<file path="config.mk">
export PLATFORM = sky130hd
export DESIGN_NAME = mem_fetch_engine
export DESIGN_NICKNAME = d
export VERILOG_FILES = /design/src/rtl/fetch_pkg.sv /design/src/rtl/fetch_addr_gen.sv /design/src/rtl/mem_fetch_engine.sv
export SDC_FILE = /design/constraint.sdc
export NUM_CORES = 1
export LEC_CHECK = 0
export ABC_AREA = 0
export BUFFER_PORTS_ARGS = -buffer_cell sky130_fd_sc_hd__buf_2
export CORE_UTILIZATION = 40
export CTS_CLUSTER_SIZE = 20
export DETAILED_ROUTE_END_ITERATION = 6
export PLACE_DENSITY_LB_ADDON = 0.1
export SLEW_MARGIN = 5
export SYNTH_ARGS = -nofsm -noshare
export SYNTH_HDL_FRONTEND = slang
export SYNTH_SLANG_ARGS = --single-unit
</file>
<file path="constraint.sdc">
create_clock -name clk -period 2.7 [get_ports clk]
set_input_delay 0.54 -clock clk [delete_from_list [all_inputs] [get_ports clk]]
set_output_delay 0.54 -clock clk [all_outputs]
set_load 0.01 [all_outputs]
</file>
<file path="src/rtl/fetch_pkg.sv">
// fetch_pkg: shared image geometry, buffer depth and FSM encoding for the fetch engine
package fetch_pkg;
    localparam int MAX_ROW   = 540;
    localparam int MAX_COL   = 540;
    localparam int IMG_SIZE  = MAX_ROW * MAX_COL;
    localparam int BUF_DEPTH = 2048;
    localparam int WIN_ROWS  = 3;
    typedef enum logic [2:0] {
        S_IDLE  = 3'd0,
        S_READ  = 3'd1,
        S_DRAIN = 3'd2,
        S_DONE  = 3'd3,
        S_WAIT  = 3'd4
    } state_t;
endpackage

</file>
<file path="src/rtl/fetch_addr_gen.sv">
// fetch_addr_gen: steps the window top row and its BRAM base address, wrapping per frame
//   clk, rst_n : clock, async active-low reset
//   advance    : move to the next window (after a completed fetch)
//   abort      : suppress any step in this cycle
//   top_row    : top row of the current window
//   win_base   : top_row*MAX_COL, kept by accumulation
module fetch_addr_gen
    import fetch_pkg::*;
#(
    parameter int MAX_ROW = fetch_pkg::MAX_ROW,
    parameter int MAX_COL = fetch_pkg::MAX_COL
) (
    input  logic        clk,
    input  logic        rst_n,
    input  logic        advance,
    input  logic        abort,
    output logic [9:0]  top_row,
    output logic [19:0] win_base
);
    logic wrap;
    assign wrap = top_row == 10'(MAX_ROW - WIN_ROWS);
    always_ff @(posedge clk or negedge rst_n)
        if (!rst_n) begin
            top_row  <= '0;
            win_base <= '0;
        end else if (advance && !abort) begin
            top_row  <= wrap ? '0 : top_row + 10'd1;
            win_base <= wrap ? '0 : win_base + 20'(MAX_COL);
        end
endmodule

</file>
<file path="src/rtl/mem_fetch_engine.sv">
// mem_fetch_engine: copies a window of pixels from BRAM into a line buffer, one window row step per fetch
//   fetch_run_i/cnt_len_i : request level and length from the controller
//   fetch_done_o          : one-cycle completion pulse; cnt_img_row_o = top row of that window
//   bram_en_o/bram_addr_o/bram_rdata_i : BRAM read port (data one cycle after enable)
//   buf_wr_en_o/buf_wr_addr_o/buf_wdata_o : line-buffer write port
//   state_o               : FSM state for debug
module mem_fetch_engine
    import fetch_pkg::*;
#(
    parameter int MAX_ROW   = fetch_pkg::MAX_ROW,
    parameter int MAX_COL   = fetch_pkg::MAX_COL,
    parameter int BUF_DEPTH = fetch_pkg::BUF_DEPTH
) (
    input  logic        clk,
    input  logic        rst_n,
    input  logic        fetch_run_i,
    input  logic [19:0] cnt_len_i,
    output logic        fetch_done_o,
    output logic [9:0]  cnt_img_row_o,
    output logic        bram_en_o,
    output logic [19:0] bram_addr_o,
    input  logic [7:0]  bram_rdata_i,
    output logic        buf_wr_en_o,
    output logic [10:0] buf_wr_addr_o,
    output logic [7:0]  buf_wdata_o,
    output logic [2:0]  state_o
);
    localparam int LW      = $clog2(BUF_DEPTH + 1);
    localparam int IMG_END = MAX_ROW * MAX_COL;
    state_t        state;
    logic [LW-1:0] len, len_in, idx, wr_idx;
    logic [20:0]   iss_addr;
    logic          in_img, rd_hit, advance, abort;
    logic [9:0]    top_row;
    logic [19:0]   win_base;
    assign len_in   = (cnt_len_i > 20'(BUF_DEPTH)) ? LW'(BUF_DEPTH) : LW'(cnt_len_i);
    assign iss_addr = 21'(win_base) + 21'(idx);
    assign in_img   = iss_addr < 21'(IMG_END);
    assign wr_idx   = idx - 1'b1;
    // Zero-length fetches complete from IDLE; normal ones on the first DONE cycle.
    assign advance  = (state == S_DONE && !fetch_done_o) || (state == S_IDLE && fetch_run_i && len_in == '0);
    assign abort    = (state == S_READ || state == S_DRAIN) && !fetch_run_i;
    // Reads past the image are never issued, so their buffer slot is filled with zero.
    assign buf_wdata_o = rd_hit ? bram_rdata_i : 8'h00;
    assign state_o  = state;
    fetch_addr_gen #(.MAX_ROW(MAX_ROW), .MAX_COL(MAX_COL)) u_addr_gen (
        .clk     (clk),
        .rst_n   (rst_n),
        .advance (advance),
        .abort   (abort),
        .top_row (top_row),
        .win_base(win_base)
    );
    always_ff @(posedge clk or negedge rst_n)
        if (!rst_n) begin
            state         <= S_IDLE;
            len           <= '0;
            idx           <= '0;
            rd_hit        <= 1'b0;
            fetch_done_o  <= 1'b0;
            cnt_img_row_o <= '0;
            bram_en_o     <= 1'b0;
            bram_addr_o   <= '0;
            buf_wr_en_o   <= 1'b0;
            buf_wr_addr_o <= '0;
        end else begin
            fetch_done_o <= 1'b0;
            bram_en_o    <= 1'b0;
            buf_wr_en_o  <= 1'b0;
            rd_hit       <= 1'b0;
            case (state)
                S_IDLE: begin
                    idx <= '0;
                    if (fetch_run_i) begin
                        len <= len_in;
                        if (len_in == '0) begin
                            fetch_done_o  <= 1'b1;
                            cnt_img_row_o <= top_row;
                            state         <= S_DONE;
                        end else begin
                            bram_en_o   <= in_img;
                            bram_addr_o <= iss_addr[19:0];
                            idx         <= idx + 1'b1;
                            state       <= (len_in == LW'(1)) ? S_DRAIN : S_READ;
                        end
                    end
                end
                S_READ: begin
                    if (!fetch_run_i) state <= S_IDLE;
                    else begin
                        buf_wr_en_o   <= 1'b1;
                        buf_wr_addr_o <= 11'(wr_idx);
                        rd_hit        <= bram_en_o;
                        bram_en_o     <= in_img;
                        bram_addr_o   <= iss_addr[19:0];
                        idx           <= idx + 1'b1;
                        if (idx == len - 1'b1) state <= S_DRAIN;
                    end
                end
                S_DRAIN: begin
                    if (!fetch_run_i) state <= S_IDLE;
                    else begin
                        buf_wr_en_o   <= 1'b1;
                        buf_wr_addr_o <= 11'(wr_idx);
                        rd_hit        <= bram_en_o;
                        state         <= S_DONE;
                    end
                end
                S_DONE: begin
                    // A pulse already raised from IDLE (zero length) is not repeated.
                    fetch_done_o <= !fetch_done_o;
                    if (!fetch_done_o) cnt_img_row_o <= top_row;
                    state <= S_WAIT;
                end
                S_WAIT: if (!fetch_run_i) state <= S_IDLE;
                default: state <= S_IDLE;
            endcase
        end
endmodule

</file>
==> tab_implementation.tex, run 1 <==
\begin{tabular}{lr}
\hline
Metric & Value \\
\hline
\multicolumn{2}{l}{\textbf{Detailed routing}} \\
Number of detailed-routing iterations run before antenna repair & 4 \\
Vias after detailed routing & between 4000 and 5000 \\
Post-DR wirelength/cell & between 10 and 15 um \\
Antenna viol nets, final & 0 \\
Detailed-route wire length & between 10 and 15 mm \\
Number of DRC violations after detailed-routing iteration 0 & $\sim$210 \\
DR vias/cell & about 5.2 \\
Number of remaining DRC errors & 0 \\
\multicolumn{2}{l}{\textbf{Placed design}} \\
IO Port Bufs & 85 \\
Cell area after placement & 0.00626 mm\^{}2 \\
Post-place setup slack & approximately 0.057 ns \\
Final HPWL DP & slightly below 9 mm \\
Weighted congestion reported at the end of routability-driven placement & between 0.8 and 0.9 \\
Cell Count Post-Placement & 845 \\
\multicolumn{2}{l}{\textbf{Timing}} \\
Final worst-path cycle share & 0.945 \\
Largest clock skew in the final design & 0.00933 ns \\
Finish-stage setup viols & 0 \\
Slew @ Worst Pin & between 0.4 and 0.5 ns \\
Unrepaired setup endpoints after global routing & false \\
Post-Route Hold Slack & between 0.07 and 0.08 ns \\
Fin worst setup slack & between 0.1 and 0.15 ns \\
Sum of negative setup slack & 0 ns \\
Tightest slew margin relative to the limit & 0.699 \\
Achievable frequency & 392 MHz \\
Max Transition Viols Final & 0 \\
Hold Violations, Final & 0 \\
Post-layout min period & roughly 2.6 ns \\
\multicolumn{2}{l}{\textbf{Logic synthesis}} \\
FFs w/ async S/R, synth & 1.00 \\
Average size of a mapped cell & around 9.4 um\^{}2 \\
Cell area after technology mapping & approximately 0.0055 mm\^{}2 \\
Synth Warn \# & 0 \\
Number of standard cells after synthesis & about 600 \\
Total nets after synthesis & roughly 630 \\
Library cells used by synthesis & 61 \\
Dominant register cell in the synthesized netlist & dfrtp\_1 \\
Number of flops mapped to enable cells by yosys & 0 \\
Share of synthesized area occupied by flip-flops and latches & 0.454 \\
Number of synthesized register bits & 100 \\
\multicolumn{2}{l}{\textbf{Flow run}} \\
MaxCap Viol Count & 0 \\
\multicolumn{2}{l}{\textbf{Finish}} \\
Inserted Diodes & 0 \\
Area delta synth->final & 19.0\% \\
Non-filler cells in the finished layout & 861 \\
Most frequent cells in the layout & 100 x dfrtp\_1, 84 x buf\_2, 79 x nand2\_1, 55 x nor2\_1, 35 x o21ai\_0 \\
Core Util, Final & 0.491 \\
Most common cell after layout, fill and taps aside & dfrtp\_1 \\
Final standard cell area without fillers & approximately 0.0066 mm\^{}2 \\
Count of nets after finishing & between 700 and 800 \\
Count of filler cells inserted in the layout & 1306 \\
Share of layout cells above drive strength 1 & 0.223 \\
\multicolumn{2}{l}{\textbf{Clock tree}} \\
Level count of the clock H-tree & 3 \\
Root Buffer Master & clkbuf\_16 \\
Clock insertion delay at the later pin of the skew report & between 0.3 and 0.4 ns \\
Setup repair bufs after CTS & 0 \\
Maximum buffer depth of the clock tree & 2 \\
Sink count of the clock tree & 100 \\
TritonCTS Buffers & 9 \\
Clock transition at the registers of the reported paths & roughly 0.070 ns \\
TritonCTS clock tree & yes \\
\multicolumn{2}{l}{\textbf{Run status}} \\
Status & finished clean \\
\multicolumn{2}{l}{\textbf{Floorplan}} \\
Die X-Extent & 119 um \\
Core Footprint & around 0.013 mm\^{}2 \\
Starting Density & 0.413 \\
FP Rows & 42 \\
Number of top-level design ports & 86 \\
Die Span Y & 119 um \\
Die Outline Area & $\sim$0.014 mm\^{}2 \\
\multicolumn{2}{l}{\textbf{Critical path}} \\
Critical path endpoint category & register \\
Slowest cell on the critical path & dfrtp\_1 \\
Worst path top cell family by delay & compound AO/OA/AOI/OAI gates \\
Cells along the critical path & ha\_1 -> a211o\_1 -> nand3\_1 -> a31oi\_1 -> a41o\_1 -> and3\_1 -> o41a\_1 -> a311oi\_2 \\
Logic depth of the worst path, buffers included & 8 \\
Number of cells on the worst reg-to-reg path & 8 \\
Setup CP Type & register to register \\
Data arrival time of the critical path & about 2.8 ns \\
Crit path buf inv count & 0 \\
Worst setup SP type & register \\
Required @ worst endpoint & slightly below 3 ns \\
Reg-to-reg endpoint & bram\_en\_o \\
Critical path's largest stage delay & between 0.4 and 0.5 ns \\
Reg-to-reg startpoint & u\_addr\_gen.win\_base[3] \\
Largest fanout of any net on the critical path & 3 \\
Worst R2R Setup Slack & 0.15 ns \\
\multicolumn{2}{l}{\textbf{Pwr}} \\
Worst-case vdd ir drop & $\sim$0.3 mV \\
Design Power & about 4.0 mW \\
Leakage & 3.06 nW \\
Total power per unit cell area & 607 mW/mm\^{}2 \\
\multicolumn{2}{l}{\textbf{Global routing}} \\
Pin count of the biggest net entering global routing & 81 \\
First-pass GRT wire length & around 21 mm \\
Initial antenna violation count & 0 \\
Global route overflow & 0 \\
Vias in the first global route & around 4400 \\
Total Routing Usage GR & 0.187 \\
\multicolumn{2}{l}{\textbf{Min path}} \\
Worst min path class & input pin to async pin \\
\hline
\end{tabular}
state kept, by name, indices dropped and copies added (netlist names), 3 cells and up:
register / count
state_o: 3
len: 12
bram_addr_o: 20
u_addr_gen.win_base: 18
idx: 12
u_addr_gen.top_row: 10
buf_wr_addr_o: 11
cnt_img_row_o: 10
metal layers:
metal  up-vias  routed length, um  track usage
met5         -                  0            0
met4         0                244       0.0781
met2       103               5270        0.283
met1      2110               6240        0.266
li1       2241                  -            -
met3        15                513       0.0283
cell families after synthesis:
family,synth area share
buffers and inverters,0.0370
AND/OR/NAND/NOR,0.216
adder cells (fa/ha/maj),0.0363
multiplexers,0.0222
XOR/XNOR,0.0921
flip-flops,0.454
AO/OA/AOI/OAI,0.142
area by class of cell:
class | instances | area (um^2) | share of cell area
clock buffers | 13 | 260 | 0.0397
well taps | 176 | 220 | 0.0336
inverters | 16 | 61.3 | 0.00935
repair buffers | 114 | 671 | 0.102
clock inverters | 3 | 18.8 | 0.00286
multi-input cells | 439 | 2830 | 0.431
flip-flops and latches | 100 | 2500 | 0.381
cell usage after synthesis (3+ instances only):
| cell | count | share of area |
|---|---|---|
| dfrtp_1 | 100 | 0.45 |
| nand2_1 | 79 | 0.054 |
| nor2_1 | 55 | 0.037 |
| o21ai_0 | 35 | 0.032 |
| xor2_1 | 34 | 0.054 |
| xnor2_1 | 24 | 0.038 |
| clkbuf_1 | 19 | 0.013 |
| a21oi_1 | 18 | 0.016 |
| o21ai_1 | 17 | 0.015 |
| ha_1 | 16 | 0.036 |
| inv_1 | 15 | 0.010 |
| and2_1 | 13 | 0.015 |
| nand2b_1 | 13 | 0.015 |
| nand4_1 | 13 | 0.015 |
| nand3_1 | 12 | 0.011 |
| a22o_1 | 10 | 0.016 |
| and3_1 | 10 | 0.011 |
| mux2_2 | 8 | 0.016 |
| buf_2 | 6 | 0.0054 |
| o31ai_1 | 6 | 0.0082 |
| or3_1 | 6 | 0.0068 |
| nor2b_1 | 5 | 0.0057 |
| nor3_1 | 5 | 0.0045 |
| nor4_1 | 5 | 0.0057 |
| o21a_1 | 5 | 0.0068 |
| a31oi_1 | 4 | 0.0045 |
| buf_6 | 3 | 0.0061 |
| nand3b_1 | 3 | 0.0041 |
| or4_1 | 3 | 0.0041 |
repair_timing:
action,CTS,global route
endpoints found under the setup margin,0,1
hold buffers,0,0
gates resized for setup,0,2
where the power goes:
part	internal, mW	switching, mW
Clock	0.677	0.562
Sequential	1.68	0.124
Combinational	0.429	0.512
worst max-delay path by stage:
stage	endpoint	slack, ns	startpoint
after floorplan	bram_en_o	0.29	u_addr_gen.win_base[6]
after global placement	bram_en_o	0.07	idx[4]
after detailed placement	bram_addr_o[8]	0.06	cnt_len_i[5]
after CTS	bram_en_o	0.06	idx[4]
after global routing	bram_en_o	0.03	u_addr_gen.win_base[3]
final	bram_en_o	0.15	u_addr_gen.win_base[3]
(Power assumes the default switching activity.)
==> inputs of run 2 (changes only) <==
--- a/config.mk
+++ b/config.mk
@@ -10,7 +10,7 @@
 export CORE_UTILIZATION = 40
 export CTS_CLUSTER_SIZE = 20
 export DETAILED_ROUTE_END_ITERATION = 6
-export PLACE_DENSITY_LB_ADDON = 0.1
+export PLACE_DENSITY = 0.72
 export SLEW_MARGIN = 5
 export SYNTH_ARGS = -nofsm -noshare
 export SYNTH_HDL_FRONTEND = slang
==> tab_implementation.tex, run 2 (same netlist as run 1, synthesis figures left out) <==
\begin{tabular}{lr}
\hline
Metric & Value \\
\hline
\multicolumn{2}{l}{\textbf{Floorplan}} \\
Die X-Extent & 119 um (unchanged) \\
Starting Density & 0.413 (unchanged) \\
Die Outline Area & 0.0143 mm\^{}2 (unchanged) \\
Die Span Y & 119 um (unchanged) \\
FP Rows & 42 (unchanged) \\
Number of top-level design ports & 86 (unchanged) \\
Core Footprint & 0.0133 mm\^{}2 (unchanged) \\
\multicolumn{2}{l}{\textbf{Clock tree}} \\
Maximum buffer depth of the clock tree & 2 (unchanged) \\
Clock transition at the registers of the reported paths & 0.07 ns (about the same) \\
Root Buffer Master & clkbuf\_16 (unchanged) \\
Level count of the clock H-tree & 3 (unchanged) \\
TritonCTS clock tree & yes (unchanged) \\
Sink count of the clock tree & 100 (unchanged) \\
Setup repair bufs after CTS & 0 (unchanged) \\
Clock insertion delay at the later pin of the skew report & 0.35 ns (about the same) \\
TritonCTS Buffers & 9 (unchanged) \\
Count of hold-fix buffers inserted at cts & 0 (unchanged) \\
Post-cts repair resize count & 0 (unchanged) \\
\multicolumn{2}{l}{\textbf{Timing}} \\
Post-layout min period & 2.54 ns (was 2.55 ns) \\
Tightest slew margin relative to the limit & 0.443 (was 0.699) \\
Largest clock skew in the final design & 0.00657 ns (was 0.00933 ns) \\
Post-Route Hold Slack & 0.296 ns (was 0.0704 ns) \\
Final worst-path cycle share & 0.941 (was 0.945) \\
Finish-stage setup viols & 0 (unchanged) \\
Max Transition Viols Final & 0 (unchanged) \\
Achievable frequency & 393 MHz (was 392 MHz) \\
Hold Violations, Final & 0 (unchanged) \\
Unrepaired setup endpoints after global routing & false (unchanged) \\
Slew @ Worst Pin & 0.836 ns (was 0.445 ns) \\
\multicolumn{2}{l}{\textbf{Detailed routing}} \\
DR vias/cell & 5.27 (was 5.19) \\
Detailed-route wire length & 12.3 mm (about the same) \\
Number of detailed-routing iterations run before antenna repair & 5 (was 4) \\
Antenna viol nets, final & 0 (unchanged) \\
Post-DR wirelength/cell & 14.3 um (about the same) \\
Number of DRC violations after detailed-routing iteration 0 & 239 (was 211) \\
Number of remaining DRC errors & 0 (unchanged) \\
Vias after detailed routing & 4524 (was 4469) \\
\multicolumn{2}{l}{\textbf{Placed design}} \\
Cell Count Post-Placement & 843 (was 845) \\
Weighted congestion reported at the end of routability-driven placement & 0.845 (was 0.813) \\
Final HPWL DP & 8.91 mm (was 8.94 mm) \\
IO Port Bufs & 85 (unchanged) \\
\multicolumn{2}{l}{\textbf{Global routing}} \\
Vias in the first global route & 4310 (was 4415) \\
Initial antenna violation count & 0 (unchanged) \\
Pin count of the biggest net entering global routing & 66 (was 81) \\
Total Routing Usage GR & 0.181 (was 0.187) \\
Global route overflow & 0 (unchanged) \\
First-pass GRT wire length & 20.6 mm (was 21.5 mm) \\
\multicolumn{2}{l}{\textbf{Finish}} \\
Reg with most FFs & bram\_addr\_o (unchanged) \\
Biggest regs & bram\_addr\_o (20), u\_addr\_gen.win\_base (18) (unchanged) \\
Most frequent cells in the layout & 100 x dfrtp\_1, 84 x buf\_2, 79 x nand2\_1, 55 x nor2\_1, 35 x o21ai\_0 (unchanged) \\
Flip-flop count of the largest register after layout & 20 (unchanged) \\
Area delta synth->final & 19.2\% (was 19.0\%) \\
Core Util, Final & 0.492 (was 0.491) \\
Non-filler cells in the finished layout & 859 (was 861) \\
Most common cell after layout, fill and taps aside & dfrtp\_1 (unchanged) \\
Share of layout cells above drive strength 1 & 0.221 (was 0.223) \\
Count of filler cells inserted in the layout & 1283 (was 1306) \\
Count of nets after finishing & 725 (was 727) \\
Inserted Diodes & 0 (unchanged) \\
\multicolumn{2}{l}{\textbf{Pwr}} \\
Leakage & 3.07 nW (was 3.06 nW) \\
Total power per unit cell area & 644 mW/mm\^{}2 (was 607 mW/mm\^{}2) \\
Worst-case vdd ir drop & 0.277 mV (was 0.297 mV) \\
\multicolumn{2}{l}{\textbf{Critical path}} \\
Number of cells on the worst reg-to-reg path & 8 (unchanged) \\
Reg-to-reg endpoint & bram\_en\_o (unchanged) \\
Largest fanout of any net on the critical path & 7 (was 3) \\
Cells along the critical path & ha\_1 -> a21o\_1 -> a21oi\_1 -> a31oi\_1 -> a41o\_1 -> and3\_1 -> o41a\_1 -> a311oi\_1 (was ha\_1 -> a211o\_1 -> nand3\_1 -> a31oi\_1 -> a41o\_1 -> and3\_1 -> o41a\_1 -> a311oi\_2) \\
Data arrival time of the critical path & 2.79 ns (was 2.80 ns) \\
Required @ worst endpoint & 2.95 ns (about the same) \\
Reg-to-reg startpoint & u\_addr\_gen.win\_base[6] (was u\_addr\_gen.win\_base[3]) \\
Slowest cell on the critical path & dfrtp\_1 (unchanged) \\
Critical path endpoint category & register (unchanged) \\
Worst setup SP type & register (unchanged) \\
Setup CP Type & register to register (unchanged) \\
Critical path's largest stage delay & 0.45 ns (was 0.42 ns) \\
Worst R2R Setup Slack & 0.16 ns (was 0.15 ns) \\
\multicolumn{2}{l}{\textbf{Run status}} \\
Status & finished clean (unchanged) \\
\multicolumn{2}{l}{\textbf{Min path}} \\
Worst min path class & input pin to async pin (unchanged) \\
\multicolumn{2}{l}{\textbf{Flow run}} \\
MaxCap Viol Count & 0 (unchanged) \\
\hline
\end{tabular}
==> run 2: worst max-delay path by stage <==
stage,to,cells after the start,startpoint
final,bram_en_o,8,u_addr_gen.win_base[6]
after global routing,bram_en_o,8,u_addr_gen.win_base[6]
after CTS,bram_en_o,8,u_addr_gen.win_base[6]
after detailed placement,u_addr_gen.win_base[9],7,cnt_len_i[5]
after global placement,bram_en_o,10,cnt_len_i[5]
after floorplan,bram_en_o,9,u_addr_gen.win_base[6]
==> run 2: stage by stage <==
step           setup slack [ns]  instance area (um^2)  TNS (ns)  power [mW]
5_1_grt                  0.0496                  6570         0        4.46
6_report                  0.158                  6570         0        4.23
3_5_place_dp           -0.00502                  6220  -0.00502        2.77
3_3_place_gp             0.0637                  6220         0        2.74
2_1_floorplan             0.287                  5510         0        2.40
4_1_cts                   0.169                  6570         0        4.26
==> run 2: layout make-up <==
type,instances,area [um^2],area share
multi-input combinational,439,2810,0.427
sequential,100,2500,0.381
timing repair buffer,112,631,0.0960
clock buffer,10,239,0.0364
tap,176,220,0.0335
clock inverter,6,109,0.0166
inverter,16,61.3,0.00933
==> run 2: worst max-delay path, delay by kind of cell (launching register included) <==
kind	cells	cell delay [ns]
AOI/OAI and AO/OA	6	1.38
DFF	1	0.45
adders and majority gates	1	0.40
and+or+nand+nor	1	0.22
==> run 2: per-layer routing <==
layer  GRT usage  wire (um)
met5           0          0
met4      0.0648        166
met3      0.0374        734
met2       0.293       5670
met1       0.240       5700
==> run 2: power breakdown <==
group / internal (mW) / switching (mW)
sequential: 1.68 / 0.124
combinational: 0.426 / 0.514
clock: 0.931 / 0.559
==> inputs of run 3 (changes only) <==
--- a/config.mk
+++ b/config.mk
@@ -7,6 +7,7 @@
 export LEC_CHECK = 0
 export ABC_AREA = 0
 export BUFFER_PORTS_ARGS = -buffer_cell sky130_fd_sc_hd__buf_2
+export CORE_MARGIN = 2
 export CORE_UTILIZATION = 40
 export CTS_CLUSTER_SIZE = 20
 export DETAILED_ROUTE_END_ITERATION = 6
==> tab_implementation.tex, run 3 (same netlist as run 1, synthesis figures left out) <==
\begin{tabular}{lr}
\hline
Metric & Value \\
\hline
\multicolumn{2}{l}{\textbf{Timing}} \\
Post-Route Hold Slack & 0.187 ns (was 0.296 ns) \\
Tightest slew margin relative to the limit & 0.632 (was 0.443) \\
Unrepaired setup endpoints after global routing & false (unchanged) \\
Sum of negative setup slack & 0 ns (unchanged) \\
Hold Violations, Final & 0 (unchanged) \\
Slew @ Worst Pin & 0.551 ns (was 0.836 ns) \\
Post-layout min period & 2.53 ns (was 2.54 ns) \\
Largest clock skew in the final design & 0.00997 ns (was 0.00657 ns) \\
Final worst-path cycle share & 0.938 (was 0.941) \\
Achievable frequency & 395 MHz (was 393 MHz) \\
Finish-stage setup viols & 0 (unchanged) \\
Max Transition Viols Final & 0 (unchanged) \\
\multicolumn{2}{l}{\textbf{Pwr}} \\
Total power per unit cell area & 623 mW/mm\^{}2 (was 644 mW/mm\^{}2) \\
Cell internal pwr & 2.91 mW (was 3.03 mW) \\
Sequential power share & 0.442 (was 0.426) \\
Leakage & 3.04 nW (was 3.07 nW) \\
Sw frac & 0.285 (was 0.283) \\
Switching power & 1.16 mW (was 1.20 mW) \\
Clk pwr share & 0.327 (was 0.352) \\
Gate power share & 0.231 (was 0.222) \\
Worst-case vdd ir drop & 0.303 mV (was 0.277 mV) \\
\multicolumn{2}{l}{\textbf{Critical path}} \\
Setup CP Type & register to register (unchanged) \\
Critical path endpoint category & register (unchanged) \\
Number of cells on the worst reg-to-reg path & 8 (unchanged) \\
Worst setup SP type & register (unchanged) \\
Data arrival time of the critical path & 2.77 ns (was 2.79 ns) \\
Largest fanout of any net on the critical path & 4 (was 7) \\
Required @ worst endpoint & 2.94 ns (was 2.95 ns) \\
Worst R2R Setup Slack & 0.17 ns (was 0.16 ns) \\
\multicolumn{2}{l}{\textbf{Global routing}} \\
Global route overflow & 0 (unchanged) \\
Vias in the first global route & 4416 (was 4310) \\
Total Routing Usage GR & 0.173 (was 0.181) \\
Initial antenna violation count & 0 (unchanged) \\
Pin count of the biggest net entering global routing & 59 (was 66) \\
First-pass GRT wire length & 20.6 mm (about the same) \\
\multicolumn{2}{l}{\textbf{Clock tree}} \\
Clock insertion delay at the later pin of the skew report & 0.34 ns (was 0.35 ns) \\
Clock transition at the registers of the reported paths & 0.07 ns (about the same) \\
Setup repair bufs after CTS & 0 (unchanged) \\
TritonCTS clock tree & yes (unchanged) \\
Sink count of the clock tree & 100 (unchanged) \\
TritonCTS Buffers & 9 (unchanged) \\
Maximum buffer depth of the clock tree & 2 (unchanged) \\
Level count of the clock H-tree & 3 (unchanged) \\
Root Buffer Master & clkbuf\_16 (unchanged) \\
\multicolumn{2}{l}{\textbf{Finish}} \\
Share of layout cells above drive strength 1 & 0.216 (was 0.221) \\
Register cell area after layout & 0.00250 mm\^{}2 (unchanged) \\
Combined area of the multi-input logic cells & 0.00281 mm\^{}2 (about the same) \\
Reg with most FFs & bram\_addr\_o (unchanged) \\
Count of filler cells inserted in the layout & 1244 (was 1283) \\
Non-filler cells in the finished layout & 855 (was 859) \\
Core Util, Final & 0.489 (was 0.492) \\
Area delta synth->final & 18.4\% (was 19.2\%) \\
Inserted Diodes & 0 (unchanged) \\
Most frequent cells in the layout & 100 x dfrtp\_1, 84 x buf\_2, 79 x nand2\_1, 55 x nor2\_1, 35 x o21ai\_0 (unchanged) \\
Biggest regs & bram\_addr\_o (20), u\_addr\_gen.win\_base (18) (unchanged) \\
Count of nets after finishing & 723 (was 725) \\
Most common cell after layout, fill and taps aside & dfrtp\_1 (unchanged) \\
Flip-flop count of the largest register after layout & 20 (unchanged) \\
\multicolumn{2}{l}{\textbf{Detailed routing}} \\
Number of remaining DRC errors & 0 (unchanged) \\
Vias after detailed routing & 4490 (was 4524) \\
Antenna viol nets, final & 0 (unchanged) \\
Number of DRC violations after detailed-routing iteration 0 & 312 (was 239) \\
Number of detailed-routing iterations run before antenna repair & 4 (was 5) \\
Detailed-route wire length & 12.1 mm (was 12.3 mm) \\
Post-DR wirelength/cell & 14.1 um (was 14.3 um) \\
DR vias/cell & 5.25 (was 5.27) \\
\multicolumn{2}{l}{\textbf{Floorplan}} \\
Starting Density & 0.413 (unchanged) \\
Die Outline Area & 0.0147 mm\^{}2 (was 0.0143 mm\^{}2) \\
FP Rows & 42 (unchanged) \\
Number of top-level design ports & 86 (unchanged) \\
Die Span Y & 121 um (was 119 um) \\
Die X-Extent & 121 um (was 119 um) \\
Core Footprint & 0.0133 mm\^{}2 (unchanged) \\
\multicolumn{2}{l}{\textbf{Placed design}} \\
Cell Count Post-Placement & 841 (was 843) \\
IO Port Bufs & 85 (unchanged) \\
Final HPWL DP & 9.11 mm (was 8.91 mm) \\
Weighted congestion reported at the end of routability-driven placement & 0.846 (was 0.845) \\
\multicolumn{2}{l}{\textbf{Flow run}} \\
MaxCap Viol Count & 0 (unchanged) \\
\multicolumn{2}{l}{\textbf{Min path}} \\
Worst min path class & input pin to async pin (unchanged) \\
\multicolumn{2}{l}{\textbf{Run status}} \\
Status & finished clean (unchanged) \\
\hline
\end{tabular}
-- run 3: worst max-delay path, cell delays in order, from the launching register on --
cell      delay [ns]
dfrtp_1         0.41
ha_1            0.35
or2_2           0.33
nand3_1         0.12
a31oi_1         0.11
a41o_1          0.30
and3_1          0.22
o41a_1          0.33
a311oi_1        0.26
-- run 3: cell type report --
type	instances	area share
clock buffers	10	0.0351
flip-flops and latches	100	0.383
multi-input cells	439	0.431
repair buffers	110	0.0962
well taps	176	0.0337
clock inverters	4	0.0117
inverters	16	0.00939
-- run 3: final timing paths --
kind / endpoint / startpoint
setup / recovery: bram_en_o / u_addr_gen.win_base[4]
hold / removal: len[1] / rst_n
setup reg to reg: bram_en_o / u_addr_gen.win_base[4]
hold reg to reg: cnt_img_row_o[3] / cnt_img_row_o[3]
max in group asynchronous: u_addr_gen.top_row[1] / rst_n
min in group clk: len[3] / cnt_len_i[3]
-- run 3: power groups by stage --
stage | Sequential (mW) | Clock, mW | Combinational (mW)
after global routing | 1.82 | 1.44 | 1.05
final | 1.80 | 1.33 | 0.938
after floorplan | 1.88 | 0 | 0.522
after CTS | 1.80 | 1.37 | 0.949
after detailed placement | 1.83 | 0 | 0.943
after global placement | 1.82 | 0 | 0.921
-- run 3: stage by stage --
stage          cell area [um^2]  power (mW)  worst slack (ns)
3_3_place_gp               6220        2.74            0.0442
4_1_cts                    6530        4.12             0.158
5_1_grt                    6530        4.31            0.0391
6_report                   6530        4.07             0.169
2_1_floorplan              5510        2.40             0.287
3_5_place_dp               6220        2.78           -0.0478
-- run 3: timing repair --
item,CTS,global route
hold buffers,0,0
setup endpoints to repair,0,1
resized for setup,0,1
-- run 3: per-layer routing --
metal  GRT usage  wire length [um]
met1       0.237              5700
met2       0.281              5660
met3      0.0371               634
met4      0.0445                85
met5           0                 0
